<file path="src/rtl/flux_sched_pkg.sv">
// flux_sched_pkg: shared types and helpers for the FLUX round-robin scheduler.
//   sched_state_t : scheduler FSM states (RUN issues, DRAIN empties the pipe, DONE idles).
//   tag_t         : container for a flux tag inside the tag pipeline; wide enough for
//                   any practical FLUX, and narrowed to TAG_WIDTH at the ports.
//   next_ptr()    : round-robin pointer advance with wrap at flux-1.
package flux_sched_pkg;

  typedef enum logic [1:0] {RUN, DRAIN, DONE} sched_state_t;

  localparam int unsigned TagMaxWidth = 8;
  typedef logic [TagMaxWidth-1:0] tag_t;

  function automatic int unsigned next_ptr(input int unsigned ptr, input int unsigned flux);
    return (ptr == flux - 1) ? 0 : ptr + 1;
  endfunction

endpackage

</file>
<file path="src/rtl/flux_rr_arbiter.sv">
// flux_rr_arbiter: purely combinational round-robin arbiter over FLUX requesters.
// Optional macro FLUX_SCHED_STRICT_PRIO_EN adds i_prio_mask; masked eligible fluxes win,
// lowest index first, and o_prio flags such a grant so the caller can hold its pointer.
// Ports:
//   i_elig      in  FLUX       eligible requesters
//   i_rr_ptr    in  TAG_WIDTH  first index to consider
//   i_prio_mask in  FLUX       strict-priority mask (macro only)
//   o_grant     out FLUX       one-hot grant, zero when nobody is eligible
//   o_tag       out TAG_WIDTH  encoded grant index, zero when no grant
//   o_prio      out 1          grant came from the priority path
module flux_rr_arbiter
  import flux_sched_pkg::*;
#(
  parameter int unsigned FLUX      = 2,
  parameter int unsigned TAG_WIDTH = 1
) (
  input  logic [FLUX-1:0]      i_elig,
  input  logic [TAG_WIDTH-1:0] i_rr_ptr,
`ifdef FLUX_SCHED_STRICT_PRIO_EN
  input  logic [FLUX-1:0]      i_prio_mask,
`endif
  output logic [FLUX-1:0]      o_grant,
  output logic [TAG_WIDTH-1:0] o_tag,
  output logic                 o_prio
);

  logic [TAG_WIDTH-1:0] w_idx;
  logic                 w_found;

  always_comb begin
    o_grant = '0;
    o_tag   = '0;
    o_prio  = 1'b0;
    w_found = 1'b0;
    w_idx   = '0;
`ifdef FLUX_SCHED_STRICT_PRIO_EN
    for (int unsigned i = 0; i < FLUX; i++) begin
      if (!w_found && i_elig[i] && i_prio_mask[i]) begin
        w_found    = 1'b1;
        o_prio     = 1'b1;
        o_grant[i] = 1'b1;
        o_tag      = TAG_WIDTH'(i);
      end
    end
`endif
    // Scan rr_ptr, rr_ptr+1, ... modulo FLUX; first eligible wins.
    for (int unsigned k = 0; k < FLUX; k++) begin
      w_idx = TAG_WIDTH'((32'(i_rr_ptr) + k) % FLUX);
      if (!w_found && i_elig[w_idx]) begin
        w_found        = 1'b1;
        o_grant[w_idx] = 1'b1;
        o_tag          = w_idx;
      end
    end
  end

endmodule

</file>
<file path="src/rtl/flux_rr_scheduler.sv">
// flux_rr_scheduler: shares one PIPE_LAT-deep actor datapath across FLUX tagged streams
// using a registered round-robin pointer and per-flux output credits, and owns the tag
// pipeline that steers results into the output FIFOs.
// Optional macro FLUX_SCHED_STRICT_PRIO_EN adds input prio_mask (strict priority overlay).
// Ports:
//   clk, rst    clock, asynchronous active-high reset
//   in_empty    in  FLUX       input FIFO empty flags (show-ahead FIFOs)
//   out_pop     in  FLUX       consumer pops of output FIFOs; each returns a credit
//   prio_mask   in  FLUX       priority mask (macro only)
//   flush_req   in  1          stop issuing and drain the pipeline
//   in_read     out FLUX       one-hot input FIFO read strobe
//   dp_valid    out 1          datapath stage-0 capture enable
//   dp_tag      out TAG_WIDTH  tag of the flux read this cycle
//   out_write   out FLUX       one-hot output FIFO write, PIPE_LAT cycles after the read
//   out_tag     out TAG_WIDTH  tag of the result leaving the datapath
//   flush_done  out 1          drained and idle
//   busy        out 1          any token in flight
module flux_rr_scheduler
  import flux_sched_pkg::*;
#(
  parameter int unsigned FLUX       = 2,
  parameter int unsigned PIPE_LAT   = 3,
  parameter int unsigned OUT_DEPTH  = 16,
  localparam int unsigned TAG_WIDTH  = $clog2(FLUX),
  localparam int unsigned CRED_WIDTH = $clog2(OUT_DEPTH + 1)
) (
  input  logic                 clk,
  input  logic                 rst,
  input  logic [FLUX-1:0]      in_empty,
  input  logic [FLUX-1:0]      out_pop,
`ifdef FLUX_SCHED_STRICT_PRIO_EN
  input  logic [FLUX-1:0]      prio_mask,
`endif
  input  logic                 flush_req,
  output logic [FLUX-1:0]      in_read,
  output logic                 dp_valid,
  output logic [TAG_WIDTH-1:0] dp_tag,
  output logic [FLUX-1:0]      out_write,
  output logic [TAG_WIDTH-1:0] out_tag,
  output logic                 flush_done,
  output logic                 busy
);

  sched_state_t         r_state, w_state_next;
  logic [CRED_WIDTH-1:0] r_credit [FLUX];
  logic [TAG_WIDTH-1:0] r_rr_ptr;
  logic [PIPE_LAT-1:0]  r_pipe_vld;
  tag_t                 r_pipe_tag [PIPE_LAT];

  logic [FLUX-1:0]      w_elig;
  logic [FLUX-1:0]      w_grant;
  logic [TAG_WIDTH-1:0] w_grant_tag;
  logic                 w_prio_win;
  logic                 w_issue_ok;

  // rst gates issue so every output is 0 while reset is held, not only after an edge.
  assign w_issue_ok = (r_state == RUN) && !flush_req && !rst;

  always_comb begin
    w_elig = '0;
    for (int unsigned i = 0; i < FLUX; i++) begin
      w_elig[i] = !in_empty[i] && (r_credit[i] != '0) && w_issue_ok;
    end
  end

  flux_rr_arbiter #(
    .FLUX      (FLUX),
    .TAG_WIDTH (TAG_WIDTH)
  ) u_arbiter (
    .i_elig      (w_elig),
    .i_rr_ptr    (r_rr_ptr),
`ifdef FLUX_SCHED_STRICT_PRIO_EN
    .i_prio_mask (prio_mask),
`endif
    .o_grant     (w_grant),
    .o_tag       (w_grant_tag),
    .o_prio      (w_prio_win)
  );

  assign in_read  = w_grant;
  assign dp_valid = |w_grant;
  assign dp_tag   = w_grant_tag;
  assign busy     = |r_pipe_vld;

  // Priority grants leave the round-robin order untouched.
  always_ff @(posedge clk or posedge rst) begin
    if (rst) begin
      r_rr_ptr <= '0;
    end else if (dp_valid && !w_prio_win) begin
      r_rr_ptr <= TAG_WIDTH'(next_ptr(32'(w_grant_tag), FLUX));
    end
  end

  // Credit = free slots in the output FIFO, counting tokens still in the pipe.
  always_ff @(posedge clk or posedge rst) begin
    if (rst) begin
      for (int unsigned i = 0; i < FLUX; i++) r_credit[i] <= CRED_WIDTH'(OUT_DEPTH);
    end else begin
      for (int unsigned i = 0; i < FLUX; i++) begin
        if (w_grant[i] && !out_pop[i]) begin
          r_credit[i] <= r_credit[i] - CRED_WIDTH'(1);
        end else if (!w_grant[i] && out_pop[i] && (r_credit[i] != CRED_WIDTH'(OUT_DEPTH))) begin
          r_credit[i] <= r_credit[i] + CRED_WIDTH'(1);
        end
      end
    end
  end

  always_ff @(posedge clk or posedge rst) begin
    if (rst) begin
      r_pipe_vld <= '0;
      for (int unsigned s = 0; s < PIPE_LAT; s++) r_pipe_tag[s] <= '0;
    end else begin
      r_pipe_vld[0] <= dp_valid;
      r_pipe_tag[0] <= tag_t'(dp_tag);
      for (int unsigned s = 1; s < PIPE_LAT; s++) begin
        r_pipe_vld[s] <= r_pipe_vld[s-1];
        r_pipe_tag[s] <= r_pipe_tag[s-1];
      end
    end
  end

  // Invalid stages always carry tag 0, so out_tag is 0 whenever nothing is written.
  always_comb begin
    out_write = '0;
    for (int unsigned i = 0; i < FLUX; i++) begin
      if (r_pipe_vld[PIPE_LAT-1] && (r_pipe_tag[PIPE_LAT-1] == tag_t'(i))) out_write[i] = 1'b1;
    end
  end
  assign out_tag = r_pipe_tag[PIPE_LAT-1][TAG_WIDTH-1:0];

  always_ff @(posedge clk or posedge rst) begin
    if (rst) r_state <= RUN;
    else     r_state <= w_state_next;
  end

  always_comb begin
    w_state_next = r_state;
    case (r_state)
      RUN:     if (flush_req) w_state_next = DRAIN;
      DRAIN:   if (!busy)     w_state_next = DONE;
      DONE:    if (!flush_req) w_state_next = RUN;
      default: w_state_next = RUN;
    endcase
  end

  always_comb begin
    flush_done = (r_state == DONE);
  end

endmodule

</file>
<file path="config.mk">
export PLATFORM = sky130hd
export DESIGN_NAME = flux_rr_scheduler
export DESIGN_NICKNAME = d
export VERILOG_FILES = /design/src/rtl/flux_sched_pkg.sv /design/src/rtl/flux_rr_arbiter.sv /design/src/rtl/flux_rr_scheduler.sv
export SDC_FILE = /design/constraint.sdc
export NUM_CORES = 1
export LEC_CHECK = 0
export CAP_MARGIN = 20
export CORE_ASPECT_RATIO = 0.75
export CORE_UTILIZATION = 50
export DETAILED_ROUTE_END_ITERATION = 6
export PLACE_DENSITY = 0.79
export SLEW_MARGIN = 20
export SYNTH_ARGS = -nofsm -noshare
export SYNTH_HDL_FRONTEND = slang
export SYNTH_HIERARCHICAL = 1
export SYNTH_SLANG_ARGS = --single-unit
</file>
<file path="constraint.sdc">
create_clock -name clk -period 7.1 [get_ports clk]
set_input_delay 1.775 -clock clk [delete_from_list [all_inputs] [get_ports clk]]
set_output_delay 1.775 -clock clk [all_outputs]
set_load 0.03 [all_outputs]
</file>
==> impl_metrics.yaml, run 1 <==
clock_network:
  clk_latency_ns: 0.30
  postCtsResizedCells: 0
  cts_hold_buf: 0
  clkSinkCount: 19
  cts.clk_slew.worst_paths_ns: 0.11
  postCtsSetupRepairBufs: 0
  tritoncts: "built"
  htreeDepth: 1
  cts_made_buffers: 3
  cts.path.max_buffers: 2
  clockRootBuffer: "clkbuf_4"
setup_path:
  cp_common_cell: "clkdlybuf4s50_1"
  worstPathRequired_ns: 5.33
  cpPeakStageDelay_ns: 0.60
  cp_top_family: "buffers and inverters"
  worstRegToRegCells: 10
  path_cells: "clkdlybuf4s50_1, or4_1, a211oi_1, a21boi_1, buf_4, or2_2, clkdlybuf4s50_1"
  rr_startpoint: "r_state[0]"
  cp.buffers_inverters: 3
  worstPathArrival_ns: 4.35
  crit_fanout: 10
  start_kind: "input pin"
  end_kind: "primary output"
  r2r-end: "r_credit[9]"
  crit_slowest_cell: "clkdlybuf4s50_1"
  r2r_slack_ns: 3.74
  worstSetupPathType: "in -> out"
power:
  totalPowerFinal_w: 0.000475
  power_density_nw_per_um2: 375
  p_int_w: 0.000279
  seqPwrFrac: 0.441
  leakagePower_nw: 0.556
  p_switching_w: 0.000195
  p_sw_frac: 0.412
  ir_drop_uv: 249
  p_comb_frac: 0.444
  clockPowerShare: 0.115
yosys:
  postSynthCellCount: 107
  synthesis.area_um2: 1090
  synth.net_count: 117
  synth_flop_cell: "dfrtp_1"
  synthArstFlopShare: 1.00
  yosysUniqueCellTypes: 47
  synth_edf_count: 0
  ys.warnings.count: 6
  synth-seq-cells: 19
  avgSynthCellArea_um2: 10.1
  ys_seq_area_frac: 0.440
global_route:
  grt_pass1_vias: 822
  grt_pass1_wl_um: 3680
  grt_overflow_total: 0
  grt_antenna_before_repair: 0
  track_usage: 0.209
  grt_max_degree: 20
sta:
  post-route-min-period_ns: 6.13
  hold_viol_final: 0
  worst_pin_slew_ns: 0.721
  setup_viol: 0
  setup_tns_ns: 0
  maxSlewViolCount: 0
  rsz0062_at_grt: "no"
  fin_skew_ns: 0.00413
  fmax_ghz: 0.163
  max_slew_margin: 0.519
  fin_crit_sh: 0.863
route:
  num_vias: 833
  dr.pass1.iters: 4
  drtAntennaViolNets: 0
  wire_per_inst_um: 14.2
  met1_length_um: 946
  wl_met3_um: 80
  dr_wl_met2_um: 1030
  drc: 0
  top_layer: "met4"
  avgViaCountPerCell: 5.67
  drt_iter0_drc: 22
  wl_um: 2090
min_path:
  min_to: "r_pipe_tag[8]"
  min_path_cells: 0
  hp-start: "r_pipe_tag[16]"
  hold_path_class: "reg -> reg"
final_layout:
  final_common_cell: "dfrtp_1"
  fin_nets: 134
  layout_common_cells: "dfrtp_1, clkdlybuf4s50_1, nor2_1"
  layout-drive-gt1-share: 0.122
  syn_to_final_growth_pct: 16.6
  antenna_cells: 0
floorplanning:
  die-area_um2: 2360
  ios: 16
  rows: 14
  initial_core_util: 0.534
  die_height_um: 42.4
  coreArea_um2: 2030
  die_x_um: 55.8
placement:
  routabilityCongestion: 0.906
  dp_hpwl_um: 1610
  portBuffers: 15
job:
  maxCapViolations: 0
outcome:
  status: "finished, final reports clean"
-- through the flow --
stage | util | instance area, um2 | hold slack [ns] | std cells | worst slack, ns
after global routing | 0.623 | 1270 | 0.382 | 147 | 0.831
final | 0.623 | 1270 | 0.365 | 147 | 0.974
after detailed placement | 0.610 | 1240 | 0.346 | 143 | 0.993
after CTS | 0.623 | 1270 | 0.371 | 147 | 0.975
after floorplan | - | 1090 | 0.331 | 107 | 1.59
after global placement | 0.610 | 1240 | 0.332 | 143 | 1.08
-- flip-flops by register name, indices dropped and copies added, names as in the netlist --
signal and count:
out_tag 1, r_credit 10, r_pipe_tag 2, r_pipe_vld 3, r_rr_ptr 1, r_state 2
-- routing by layer --
metal / GRT usage / up-vias
li1: - / 412
met3: 0.0648 / 4
met2: 0.333 / 22
met1: 0.278 / 395
met5: 0 / -
met4: 0.0634 / 0
-- synthesized netlist by cell type, types with 2 or more instances --
cell type / n / area, um2
a211oi_1: 2 / 15.0
a21boi_1: 2 / 15.0
a21oi_1: 4 / 20.0
buf_6: 2 / 22.5
dfrtp_1: 17 / 425
dfstp_2: 2 / 52.6
ha_1: 3 / 37.5
inv_1: 6 / 22.5
mux2_2: 2 / 22.5
mux2i_1: 2 / 20.0
nand2_1: 3 / 11.3
nand2b_1: 3 / 18.8
nor2_1: 9 / 33.8
nor2b_1: 3 / 18.8
nor3_1: 3 / 15.0
o21ai_0: 4 / 20.0
o31ai_1: 2 / 15.0
or4_1: 3 / 22.5
xnor2_1: 6 / 52.6
xor2_1: 2 / 17.5
-- area by class of cell --
class                           instances  area, um2
Tap cell                               24       30.0
Fill cell                             181        766
Sequential cell                        19        478
Timing Repair Buffer                   16        158
Multi-Input combinational cell         78        551
Clock buffer                            3       22.5
Inverter                                6       22.5
Clock inverter                          1       5.00
-- cell families (layout without fill, tap and decap cells) --
family | count (synthesis) | count (layout) | synth area share
flip-flops | 19 | 19 | 0.440
buffers and inverters | 10 | 26 | 0.0530
AND/OR/NAND/NOR | 36 | 36 | 0.194
multiplexers | 4 | 4 | 0.0392
XOR/XNOR | 8 | 8 | 0.0645
other | 1 | 1 | 0.00345
adder cells (fa/ha/maj) | 3 | 3 | 0.0346
AO/OA/AOI/OAI | 26 | 26 | 0.172
-- power by group through the flow --
stage	clock network (W)	registers (W)	logic (W)
after floorplan	0	0.000192	0.000178
after global placement	0	0.000208	0.000201
after detailed placement	0	0.000211	0.000210
after CTS	0.0000563	0.000208	0.000212
after global routing	0.0000602	0.000216	0.000239
final	0.0000546	0.000209	0.000211
-- worst max path at each step --
stage,startpoint,endpoint,slack (ns),cells past startpoint
finish,flush_req,dp_valid,0.97,7
global route,flush_req,dp_valid,0.83,7
CTS,flush_req,dp_valid,0.97,7
detailed placement,flush_req,dp_valid,0.99,7
global placement,flush_req,dp_valid,1.08,7
floorplan,flush_req,dp_valid,1.59,4
Power figures use the tool's default switching activity.
==> inputs of run 2 (changes only) <==
- CORE_UTILIZATION: 50 -> 30
- PLACE_DENSITY: 0.79 -> not set
- PLACE_DENSITY_LB_ADDON: not set -> 0.3
==> run 2 against run 1 <==
Compared with the run above: sequential share of layout area down 1.1 points; largest power group is now registers; combinational power about the same; flip-flop and latch count unchanged; clock power is 33% higher; largest cell class unchanged; critical path depth stayed put; worst hold slack worse by 0.015 ns; critical path type unchanged.
==> impl_metrics.yaml, run 2 (synthesis results as in run 1) <==
global_route:
  grt_max_degree: 20
  grt_overflow_total: 0
  grt_antenna_before_repair: 0
  grt_pass1_vias: 772
  track_usage: 0.121
  grt_pass1_wl_um: 3530
final_layout:
  layout-drive-gt1-share: 0.122
  fill_cells: 333
  regMostFlops: "r_credit"
  final_common_cell: "dfrtp_1"
  layout_common_cells: "dfrtp_1, clkdlybuf4s50_1, nor2_1"
  syn_to_final_growth_pct: 20.2
  multi_input_area_um2: 551
  fin_nets: 134
  seq_area_um2: 478
  largest_register_ffs: 10
  reg_top3: "r_credit x10, r_pipe_vld x3"
  antenna_cells: 0
power:
  leakagePower_nw: 0.564
  ir_drop_uv: 161
  clockPowerShare: 0.148
  p_int_w: 0.000298
  power_density_nw_per_um2: 377
  p_sw_frac: 0.395
  p_comb_frac: 0.425
  seqPwrFrac: 0.427
  p_switching_w: 0.000194
outcome:
  status: "finished, final reports clean"
sta:
  rsz0062_at_grt: "no"
  setup_viol: 0
  fmax_ghz: 0.164
  fin_crit_sh: 0.860
  worst_pin_slew_ns: 0.733
  max_slew_margin: 0.511
  maxSlewViolCount: 0
  setup_tns_ns: 0
  holdWs_ns: 0.349
  hold_viol_final: 0
  fin_skew_ns: 0.00104
  post-route-min-period_ns: 6.11
clock_network:
  tritoncts: "built"
  clk_latency_ns: 0.25
  cts.path.max_buffers: 2
  htreeDepth: 1
  clkSinkCount: 19
  postCtsSetupRepairBufs: 0
  postCtsResizedCells: 0
  cts_made_buffers: 3
  cts_hold_buf: 0
  clockRootBuffer: "clkbuf_8"
  cts.clk_slew.worst_paths_ns: 0.07
floorplanning:
  coreArea_um2: 3380
  die-area_um2: 3870
  initial_core_util: 0.321
  ios: 16
  die_height_um: 54.1
  die_x_um: 71.5
  rows: 18
route:
  drtAntennaViolNets: 0
  drt_iter0_drc: 51
  num_vias: 832
  drc: 0
  avgViaCountPerCell: 5.10
  wire_per_inst_um: 12.5
  wl_um: 2030
  dr.pass1.iters: 4
placement:
  dp_hpwl_um: 1550
  portBuffers: 15
  routabilityCongestion: 0.731
setup_path:
  start_kind: "input pin"
  crit_fanout: 10
  worstPathRequired_ns: 5.33
  worstSetupPathType: "in -> out"
  end_kind: "primary output"
  worstPathArrival_ns: 4.33
min_path:
  hold_path_class: "reg -> reg"
job:
  maxCapViolations: 0
-- run 2: cell types whose count changed in the layout (fill, tap and decap cells not counted) --
cell      change
clkbuf_4      -3
clkbuf_8      +3
-- run 2: through the flow --
step           cell area [um2]  utilization  instances  total power (W)  setup WS (ns)
3_3_place_gp              1260        0.373        159         0.000412           1.06
2_1_floorplan             1090            -        107         0.000370           1.59
5_1_grt                   1310        0.386        163         0.000538          0.794
6_report                  1310        0.386        163         0.000491          0.994
3_5_place_dp              1260        0.373        159         0.000420           1.01
4_1_cts                   1310        0.386        163         0.000496          0.983
-- run 2: worst paths after layout --
path / start / endpoint / slack [ns] / cells past startpoint
setup reg to reg: r_state[0] / r_credit[9] / 3.77 / 10
hold / removal: r_pipe_tag[16] / r_pipe_tag[8] / 0.35 / 0
hold reg to reg: r_pipe_tag[16] / r_pipe_tag[8] / 0.35 / 0
min in group asynchronous: rst / r_state[0] / 1.98 / 2
setup / recovery: flush_req / dp_valid / 0.99 / 7
max in group asynchronous: rst / r_credit[8] / 4.66 / 2
-- run 2: worst max-delay path, stage by stage --
cell	delay [ns]
clkdlybuf4s50_1	0.44
or4_1	0.54
a211oi_1	0.37
a21boi_1	0.12
buf_4	0.18
or2_2	0.31
clkdlybuf4s50_1	0.60
-- run 2: routing by layer --
| layer | up-vias | GRT usage | wire, um |
|---|---|---|---|
| li1 | 409 | - | - |
| met1 | 399 | 0.158 | 992 |
| met2 | 22 | 0.175 | 881 |
| met3 | 2 | 0.0637 | 154 |
| met4 | 0 | 0.0359 | 4 |
| met5 | - | 0 | 0 |
-- run 2: layout make-up --
type,instances,area share
clock inverter,1,0.00384
sequential,19,0.366
clock buffer,3,0.0316
inverter,6,0.0173
multi-input combinational,78,0.422
tap,40,0.0384
timing repair buffer,16,0.121
-- run 2: power groups by stage --
| stage | Combinational (W) | Sequential [W] | Clock [W] |
|---|---|---|---|
| CTS | 0.000210 | 0.000210 | 0.0000769 |
| floorplan | 0.000178 | 0.000192 | 0 |
| detailed placement | 0.000209 | 0.000211 | 0 |
| global route | 0.000237 | 0.000219 | 0.0000817 |
| global placement | 0.000203 | 0.000209 | 0 |
| finish | 0.000209 | 0.000210 | 0.0000728 |
==> inputs of run 3 (changes only) <==
- SKIP_CTS_REPAIR_TIMING: not set -> 1
==> results of run 3 <==
Same layout as run 2: the final DEF is identical, and so are final timing and power.
==> variant (settings of run 2) <==
Add a define of `FLUX_SCHED_STRICT_PRIO_EN`.
--- a/src/rtl/flux_rr_arbiter.sv
+++ b/src/rtl/flux_rr_arbiter.sv
@@ -8,6 +8,8 @@
 //   o_grant     out FLUX       one-hot grant, zero when nobody is eligible
 //   o_tag       out TAG_WIDTH  encoded grant index, zero when no grant
 //   o_prio      out 1          grant came from the priority path
+`define FLUX_SCHED_STRICT_PRIO_EN
+
 module flux_rr_arbiter
   import flux_sched_pkg::*;
 #(
Interface: changed (added prio_mask); port bits go from 16 to 18. No check against the original RTL was run, so the function may have changed too.
==> variant against run 2 <==
- synthesized cell count is the same
- total power rose by 0.46%
- worst hold slack better by 0.0014 ns
- wire length increased by 8.0%
- synthesized area is 0.81% higher
- setup slack lost 0.20 ns
- design area rose by 2.2%
- sequential share of layout area shrank 0.79 points
- sequential cell count is the same
- critical path type unchanged
- largest cell class unchanged
==> variant: results (changes against run 2) <==
{| class="wikitable"
! Metric !! Value
|-
| Wire length of the first global-routing pass || 3640 um (+3.3%)
|-
| Number of filler instances in the final layout || 343 (+3.0%)
|-
| Final weighted congestion in routability-driven placement || 0.783 (+7.1%)
|-
| DRC violation total after the first TritonRoute iteration || 29 (-43%)
|-
| CP top delay family || buffers and inverters
|-
| Register-to-register setup slack || 3.72 ns (-0.05 ns)
|-
| NumNets Final || 138 (+3.0%)
|-
| Slowest stage delay, CP || 0.67 ns (+0.07 ns)
|-
| Worst rel slew slack || 51.7% (+0.62 points)
|-
| Worst voltage drop across the vdd grid || 0.153 mV (-5.3%)
|-
| Leak || 0.000563 uW (about the same)
|-
| Number of global-route vias before repair || 796 (+3.1%)
|-
| Share of the synthesized netlist area taken by xor and xnor gates || 6.40% (-0.052 points)
|-
| Portion of the post-synthesis area used by sequential elements || 43.7% (-0.35 points)
|-
| Leading post-synthesis cells by cell area || sky130_fd_sc_hd__dfrtp_1 (39%), sky130_fd_sc_hd__dfstp_2 (4.8%), sky130_fd_sc_hd__xnor2_1 (4.8%)
|-
| Post-synthesis cell type count || 45 (-4.3%)
|-
| Final HPWL DP || 1670 um (+7.8%)
|-
| Overall Global Routing Usage || 12.5% (+0.39 points)
|-
| Adder-cell area share of the yosys netlist || 3.43% (-0.028 points)
|-
| Mux share of post-synthesis cell area || 3.89% (-0.031 points)
|-
| Total nets after synthesis || 119 (+1.7%)
|-
| Synth Area in Compound Gates || 18.9% (+1.7 points)
|-
| Run status || finished, final reports clean
|-
| Count of buffers from port buffering || 17 (+2)
|-
| Worst hold margin || 0.351 ns (+0.00144 ns)
|-
| Routed wire length || 2200 um (+8.0%)
|-
| Worst EP arrival || 4.54 ns (+0.21 ns)
|}
==> variant: cell count changes after synthesis, sizes merged <==
cell,change
a21boi,-3
a21oi,+2
a22o,+1
buf,-1
conb,-1
o21a,+1
o21bai,+1
==> variant: path summary, 6_finish.rpt <==
kind | from | to | depth (start not counted)
worst max-delay path | flush_req | dp_valid | 7
worst max register to register | r_state[0] | r_credit[9] | 10
worst min register to register | r_pipe_tag[8] | out_tag | 0
max in group asynchronous | rst | out_tag | 2
worst min-delay path | r_pipe_tag[8] | out_tag | 0
min in group asynchronous | rst | r_state[1] | 2
==> variant: layout make-up <==
class                      instances  area share, %
timing repair buffer              17           12.8
clock inverter                     1          0.375
inverter                           6           1.69
tap                               40           3.75
sequential                        19           35.8
multi-input combinational         79           42.5
clock buffer                       3           3.10
==> variant: cells by family after synthesis <==
kind of cell / after synthesis
AND/OR/NAND/NOR: 36
flip-flops: 19
XOR/XNOR: 8
adder cells (fa/ha/maj): 3
multiplexers: 4
buffers and inverters: 9
AO/OA/AOI/OAI: 28
==> variant: per-stage QoR <==
step	util (%)	setup slack, ns	power (uW)	cells
after global placement	38.1	0.876	410	161
after CTS	39.5	0.801	497	165
after global routing	39.5	0.594	533	165
final	39.5	0.789	494	165
after detailed placement	38.1	0.805	419	161
after floorplan	-	1.63	368	107
==> variant: per-layer routing <==
metal	global-route usage (%)	wire length, um	share of wire [%]	vias to the layer above
li1	-	-	-	426
met2	19.7	936	43	19
met4	1.63	8	0.36	0
met5	0	0	0	-
met1	16.2	1100	50	398
met3	6.08	151	6.9	2
==> variant: report_power, final <==
group          total [uW]  leakage (uW)  internal [uW]  switching (uW)
Combinational         210      0.000305            103             107
Clock                74.0     0.0000255           39.0            35.0
Sequential            210      0.000232            154            55.2
